`src/rtl/word_store_unit.sv`:
```
// Byte-serial word transfer engine: stores a word as consecutive byte writes
// or loads consecutive byte reads back into a word.
module word_store_unit #(
    parameter int WORD_BYTES = 2,
    parameter int ADDR_W     = 16,
    parameter bit LSB_FIRST  = 1'b1
) (
    input  logic                    clk,
    input  logic                    rst_n,
    input  logic                    start,
    input  logic                    mode,
    input  logic [ADDR_W-1:0]       base_addr,
    input  logic [8*WORD_BYTES-1:0] word_in,
    input  logic [7:0]              mem_rdata,
    output logic [ADDR_W-1:0]       mem_addr,
    output logic [7:0]              mem_wdata,
    output logic                    mem_we,
    output logic                    mem_re,
    output logic [8*WORD_BYTES-1:0] word_out,
    output logic                    busy,
    output logic                    done
);

    localparam int W  = 8 * WORD_BYTES;
    localparam int KW = (WORD_BYTES > 1) ? $clog2(WORD_BYTES) : 1;
    localparam logic [KW-1:0] K_LAST = KW'(WORD_BYTES - 1);

    typedef enum logic [1:0] {
        IDLE,
        XFER,
        DRAIN,
        DONE
    } state_t;

    state_t state;
    state_t state_n;

    logic [KW-1:0]     k;
    logic [KW-1:0]     k_n;
    logic [KW-1:0]     rd_k;
    logic [KW-1:0]     rd_k_n;
    logic              rd_pend;
    logic              rd_pend_n;
    logic              mode_q;
    logic              mode_n;
    logic [W-1:0]      word_q;
    logic [W-1:0]      word_n;
    logic [W-1:0]      asm_q;
    logic [W-1:0]      asm_n;
    logic [W-1:0]      word_out_n;
    logic [ADDR_W-1:0] addr_n;
    logic [7:0]        wdata_n;
    logic              we_n;
    logic              re_n;
    logic              busy_n;
    logic              done_n;

    // Byte lane touched by access idx; loads mirror the store lane order.
    function automatic int lane(input logic [KW-1:0] idx);
        return LSB_FIRST ? int'(idx) : WORD_BYTES - 1 - int'(idx);
    endfunction

    function automatic logic [7:0] pick(input logic [W-1:0] w, input int ln);
        logic [W-1:0] t;
        t = w >> (8 * ln);
        return t[7:0];
    endfunction

    function automatic logic [W-1:0] merge(input logic [W-1:0] a,
                                           input int ln,
                                           input logic [7:0] b);
        logic [W-1:0] m;
        m = W'(8'hFF) << (8 * ln);
        return (a & ~m) | (W'(b) << (8 * ln));
    endfunction

    always_ff @(posedge clk) begin
        if (!rst_n) begin
            state     <= IDLE;
            k         <= '0;
            rd_k      <= '0;
            rd_pend   <= 1'b0;
            mode_q    <= 1'b0;
            word_q    <= '0;
            asm_q     <= '0;
            word_out  <= '0;
            mem_addr  <= '0;
            mem_wdata <= '0;
            mem_we    <= 1'b0;
            mem_re    <= 1'b0;
            busy      <= 1'b0;
            done      <= 1'b0;
        end else begin
            state     <= state_n;
            k         <= k_n;
            rd_k      <= rd_k_n;
            rd_pend   <= rd_pend_n;
            mode_q    <= mode_n;
            word_q    <= word_n;
            asm_q     <= asm_n;
            word_out  <= word_out_n;
            mem_addr  <= addr_n;
            mem_wdata <= wdata_n;
            mem_we    <= we_n;
            mem_re    <= re_n;
            busy      <= busy_n;
            done      <= done_n;
        end
    end

    always_comb begin
        state_n = state;
        unique case (state)
            IDLE:  if (start) state_n = XFER;
            XFER:  if (k == K_LAST) state_n = mode_q ? DRAIN : DONE;
            DRAIN: state_n = DONE;
            DONE:  state_n = IDLE;
            default: state_n = IDLE;
        endcase
    end

    // Outputs are computed one cycle ahead and registered.
    always_comb begin
        k_n        = k;
        mode_n     = mode_q;
        word_n     = word_q;
        asm_n      = asm_q;
        word_out_n = word_out;
        addr_n     = mem_addr;
        wdata_n    = mem_wdata;
        we_n       = 1'b0;
        re_n       = 1'b0;
        rd_pend_n  = mem_re;
        rd_k_n     = k;
        busy_n     = (state_n != IDLE);
        done_n     = (state_n == DONE);

        // Read data lands one cycle after its strobe.
        if (rd_pend) begin
            asm_n = merge(asm_q, lane(rd_k), mem_rdata);
        end

        case (state)
            IDLE: begin
                if (start) begin
                    mode_n  = mode;
                    word_n  = word_in;
                    k_n     = '0;
                    addr_n  = base_addr;
                    we_n    = ~mode;
                    re_n    = mode;
                    wdata_n = pick(word_in, lane('0));
                end
            end
            XFER: begin
                if (k != K_LAST) begin
                    k_n     = k + KW'(1);
                    addr_n  = mem_addr + ADDR_W'(1);
                    we_n    = ~mode_q;
                    re_n    = mode_q;
                    wdata_n = pick(word_q, lane(k + KW'(1)));
                end
            end
            default: begin
            end
        endcase

        if (state_n == DONE && mode_q) begin
            word_out_n = asm_n;
        end
    end

endmodule

```
`config.mk`:
```
export PLATFORM = sky130hd
export DESIGN_NAME = word_store_unit
export DESIGN_NICKNAME = d
export VERILOG_FILES = /design/src/rtl/word_store_unit.sv
export SDC_FILE = /design/constraint.sdc
export NUM_CORES = 1
export LEC_CHECK = 0
export ABC_CLOCK_PERIOD_IN_PS = 4150
export BUFFER_PORTS_ARGS = -buffer_cell sky130_fd_sc_hd__buf_2
export CAP_MARGIN = 25
export CELL_PAD_IN_SITES_DETAIL_PLACEMENT = 1
export CELL_PAD_IN_SITES_GLOBAL_PLACEMENT = 1
export CORE_AREA = 2 2 92 138
export CTS_BUF_LIST = sky130_fd_sc_hd__clkbuf_16
export CTS_CLUSTER_SIZE = 8
export DETAILED_ROUTE_END_ITERATION = 10
export DIE_AREA = 0 0 94 140
export GPL_TIMING_DRIVEN = 0
export PLACE_DENSITY_LB_ADDON = 0.1
export RECOVER_POWER = 50
export SKIP_LAST_GASP = 1
export SLEW_MARGIN = 20
export SYNTH_ARGS = -nofsm -noshare
export SYNTH_HDL_FRONTEND = slang
export SYNTH_SLANG_ARGS = --single-unit
```
`constraint.sdc`:
```
create_clock -name clk -period 4.15 [get_ports clk]
set_clock_uncertainty 0.2 [all_clocks]
set_input_delay 0.83 -clock clk [delete_from_list [all_inputs] [get_ports clk]]
set_output_delay 0.83 -clock clk [all_outputs]
set_load 0.05 [all_outputs]
```
==> reports/summary.log <==
[power] portion of total power attributed to the clock network 38.5%
[placement] final weighted congestion in routability-driven placement 0.7965
[power] share of total power in combinational logic 22.3%
[cts] maximum root-to-sink buffer count 2
[critical_path] required time of the worst setup path 4.22 ns
[run_status] result of the run completed
[min_path] worst min-delay path endpoint word_q[5]$_SDFFE_PN0P_
[min_path] Hold Crit Start word_q[5]$_SDFFE_PN0P_
[critical_path] maximum fanout count along the critical path 10
[cts] H-Tree Depth 3
[critical_path] beginning of the critical path start
[power] internal power contribution 0.001532 W
[flow_run] MaxCap Viol Count 0
[floorplanning] starting density of the core 29.38%
[logic_synthesis] Distinct cells, synth 51
[critical_path] Worst Setup End Kind flop
[placement] detailed placement HPWL 8103 um
[sta] Worst Max-Slew Pin Slew 1.263 ns
[cells_and_area] number of fill cells 1488
[sta] Worst Hold Slack 0.2558 ns
[critical_path] worst reg-to-reg path cell count 6
[drt] DR pass1 iterations 4
[cts] post-CTS setup buffer count 0
[logic_synthesis] Synth Flop Type sky130_fd_sc_hd__dfxtp_1
[logic_synthesis] syn_area_per_cell 8.608 um2
[sta] Final setup viols 0
[logic_synthesis] Area contributors post-synth sky130_fd_sc_hd__dfxtp_1, sky130_fd_sc_hd__nand2_1, sky130_fd_sc_hd__mux2i_1
[logic_synthesis] Post-Synthesis Net Count 453
[cts] latest clock arrival within the worst-skew pair 0.34 ns
[floorplanning] std cell rows 49
[cts] total number of clock tree sinks 82
[cells_and_area] number of nets in the finished design 551
[sta] Final Critical Period 2.722 ns
[logic_synthesis] sequential fraction of the synthesis area 46.74%
[cts] CTS Root Buffer Type sky130_fd_sc_hd__clkbuf_16
[logic_synthesis] area share of the leading cell type in the synthesized netlist 46.74%
[power] net switching power 0.0007794 W
[cells_and_area] P&R area growth vs syn 26.11%
[grt] All-Layer GR Usage 17.45%
[logic_synthesis] count of warnings emitted by yosys 0
[grt] number of global-route vias before repair 3329
[grt] wire length of the first global-routing pass 17710 um
[logic_synthesis] synthesis-stage register bit count 82
[cts] count of instances resized after the clock tree is built 0
[critical_path] Worst setup SP type input port
[grt] total grt overflow 0
[logic_synthesis] proportion of register bits with asynchronous set or reset after synthesis 0%
[sta] final clock period utilization by the worst path 65.58%
[drt] Vias/cell 4.910
[sta] Final Max Tran Viols 0
[cts] CTS tree yes
[placement] Area after DPL 4139 um2
[drt] number of antenna-violating nets in the routed design 0
[cells_and_area] Layout Cell Area excl Fill 4429 um2
[cts] CTS hold repair buffers 0
[placement] Buffers on Ports 87
[logic_synthesis] number of standard cells after synthesis 408
[grt] largest net degree at the start of global routing 17
[power] PnR Total Power 0.002311 W
[grt] number of antenna violations at the first check in global routing 0
[critical_path] setup slack on the worst flop-to-flop path 1.52 ns
[min_path] WHS Path Cells 2
[cells_and_area] number of antenna diodes 0
[sta] slew margin rel. 15.12%
[cts] clock slew at reported path FFs 0.07 ns
[drt] Remaining DRCs 0
[drt] violation count after the first detailed-routing iteration 97
[sta] setup repair after global routing missed its margin no
[power] switching part of the total power 33.72%
[drt] total detailed-routing wirelength 11080 um
[power] relative contribution of sequential cells to total power 39.1%
[power] peak ir drop on the vdd network 227.7 uV
[sta] highest clock rate 0.3674 GHz
[floorplanning] die extent in x 94 um
[floorplanning] die area 13160 um2
[cts] number of buffers added by the clock tree synthesis step 9
[drt] routed wirelength normalized by instance count 16.69 um
[power] Pwr Density 521.8 nW/um2
[logic_synthesis] top cell type by total area after synthesis sky130_fd_sc_hd__dfxtp_1
[floorplanning] area of the core region 11960 um2
[cells_and_area] fraction of final layout cells sized beyond drive strength 1 21.92%
[drt] Via Count 3260
[critical_path] beginning of the worst register-to-register path state[0]$_SDFF_PN0_
[floorplanning] chip height 140 um
[floorplanning] number of top-level design ports 88
[logic_synthesis] Cell Area, Synth 3512 um2
[min_path] class of the tightest hold or removal check reg -> reg
[critical_path] reg2reg end mem_wdata[2]$_SDFFE_PN0P_
[critical_path] crit path DAT 2.80 ns
[sta] post-route setup TNS 0 ns
[cells_and_area] Core Util, Final 37.05%
[power] Static Leakage 1.830 nW
[sta] final-report hold violation count 0
[logic_synthesis] number of flops mapped to enable cells by yosys 0
[critical_path] critical path start-end classification in -> reg
-- sequential cells by signal, summed over array words and instances, names as in the netlist, 2 cells and up --
name / count
word_out: 16
mem_wdata: 8
asm_q: 16
state: 2
word_q: 16
mem_addr: 16
-- cells by family (layout without fill, tap and decap cells) --
kind of cell | after synthesis | count (layout) | synth area share [%]
DFF | 82 | 82 | 46.74
and+or+nand+nor | 166 | 166 | 22.69
muxes | 28 | 28 | 8.087
buffers and inverters | 35 | 138 | 4.311
adders and majority gates | 1 | 1 | 0.3562
AOI/OAI and AO/OA | 96 | 96 | 17.81
-- placed cells by master, fill, tap and decap left out, types with 7 or more instances in the layout --
cell type                   count
sky130_fd_sc_hd__buf_2         84
sky130_fd_sc_hd__dfxtp_1       82
sky130_fd_sc_hd__nand2_1       71
sky130_fd_sc_hd__a21oi_1       41
sky130_fd_sc_hd__nor2_1        41
sky130_fd_sc_hd__clkbuf_1      34
sky130_fd_sc_hd__mux2i_1       25
sky130_fd_sc_hd__a211oi_1      17
sky130_fd_sc_hd__nor3_1        10
sky130_fd_sc_hd__o21ai_0       10
sky130_fd_sc_hd__clkbuf_16      9
sky130_fd_sc_hd__o211ai_1       8
sky130_fd_sc_hd__nand2b_1       7
sky130_fd_sc_hd__nand3_1        7
-- routing by layer --
layer,global-route usage [%],part of all wire (%)
met3,4.250,4.4
met1,20.52,43
met5,0,0
met4,5.034,1.2
met2,31.02,52
-- metrics by stage --
step,instances,setup slack [ns]
2_1_floorplan,408,1.949
3_3_place_gp,648,1.630
3_5_place_dp,648,1.667
4_1_cts,664,1.969
5_1_grt,664,1.126
6_report,664,1.428
-- worst max path at each step --
stage                                end  slack (ns)  depth (start not counted)
6_report       mem_wdata[2]$_SDFFE_PN0P_        1.43                          6
5_1_grt        mem_addr[15]$_SDFFE_PN0P_        1.13                          6
4_1_cts                      mem_addr[4]        1.97                          1
3_5_place_dp     word_q[14]$_SDFFE_PN0P_        1.67                          6
3_3_place_gp     word_q[14]$_SDFFE_PN0P_        1.63                          6
2_1_floorplan  mem_addr[12]$_SDFFE_PN0P_        1.95                          5
-- cell type report --
cell class                 count  area, um2  share of cell area [%]
multi-input combinational    291       1703                   38.45
clock inverter                 7      105.1                   2.373
clock buffer                   9      225.2                   5.085
buffer                        31      128.9                   2.910
sequential                    82       1642                   37.06
tap                          153      191.4                   4.322
inverter                       4      15.01                  0.3390
timing repair buffer          87      419.2                   9.463
-- critical path, cell delays in order --
cell                       delay, ns
sky130_fd_sc_hd__clkbuf_1       0.16
sky130_fd_sc_hd__nand2b_1       0.11
sky130_fd_sc_hd__a21oi_1        0.74
sky130_fd_sc_hd__clkbuf_1       0.57
sky130_fd_sc_hd__o211ai_1       0.23
sky130_fd_sc_hd__a21oi_1        0.16
-- synth_stat cells (2+ instances only) --
cell,n
sky130_fd_sc_hd__dfxtp_1,82
sky130_fd_sc_hd__nand2_1,71
sky130_fd_sc_hd__nor2_1,41
sky130_fd_sc_hd__a21oi_1,40
sky130_fd_sc_hd__mux2i_1,25
sky130_fd_sc_hd__a211oi_1,17
sky130_fd_sc_hd__buf_2,16
sky130_fd_sc_hd__clkbuf_1,15
sky130_fd_sc_hd__o21ai_0,10
sky130_fd_sc_hd__nor3_1,9
sky130_fd_sc_hd__o211ai_1,8
sky130_fd_sc_hd__and2_1,7
sky130_fd_sc_hd__nand2b_1,7
sky130_fd_sc_hd__nand3_1,7
sky130_fd_sc_hd__nor4_1,6
sky130_fd_sc_hd__a311oi_1,3
sky130_fd_sc_hd__inv_1,3
sky130_fd_sc_hd__mux2_2,3
sky130_fd_sc_hd__a31oi_1,2
sky130_fd_sc_hd__and2_0,2
sky130_fd_sc_hd__nand4_4,2
sky130_fd_sc_hd__o41a_1,2
sky130_fd_sc_hd__or4b_1,2
-- power groups by stage --
stage	logic [W]	registers [W]	clock network [W]
floorplan	0.000231	0.00105	0
global placement	0.000528	0.000920	0
detailed placement	0.000534	0.000923	0
CTS	0.000536	0.000905	0.000910
global route	0.000564	0.000914	0.000953
finish	0.000516	0.000904	0.000891
No activity file was read; power rests on OpenSTA's default activity.
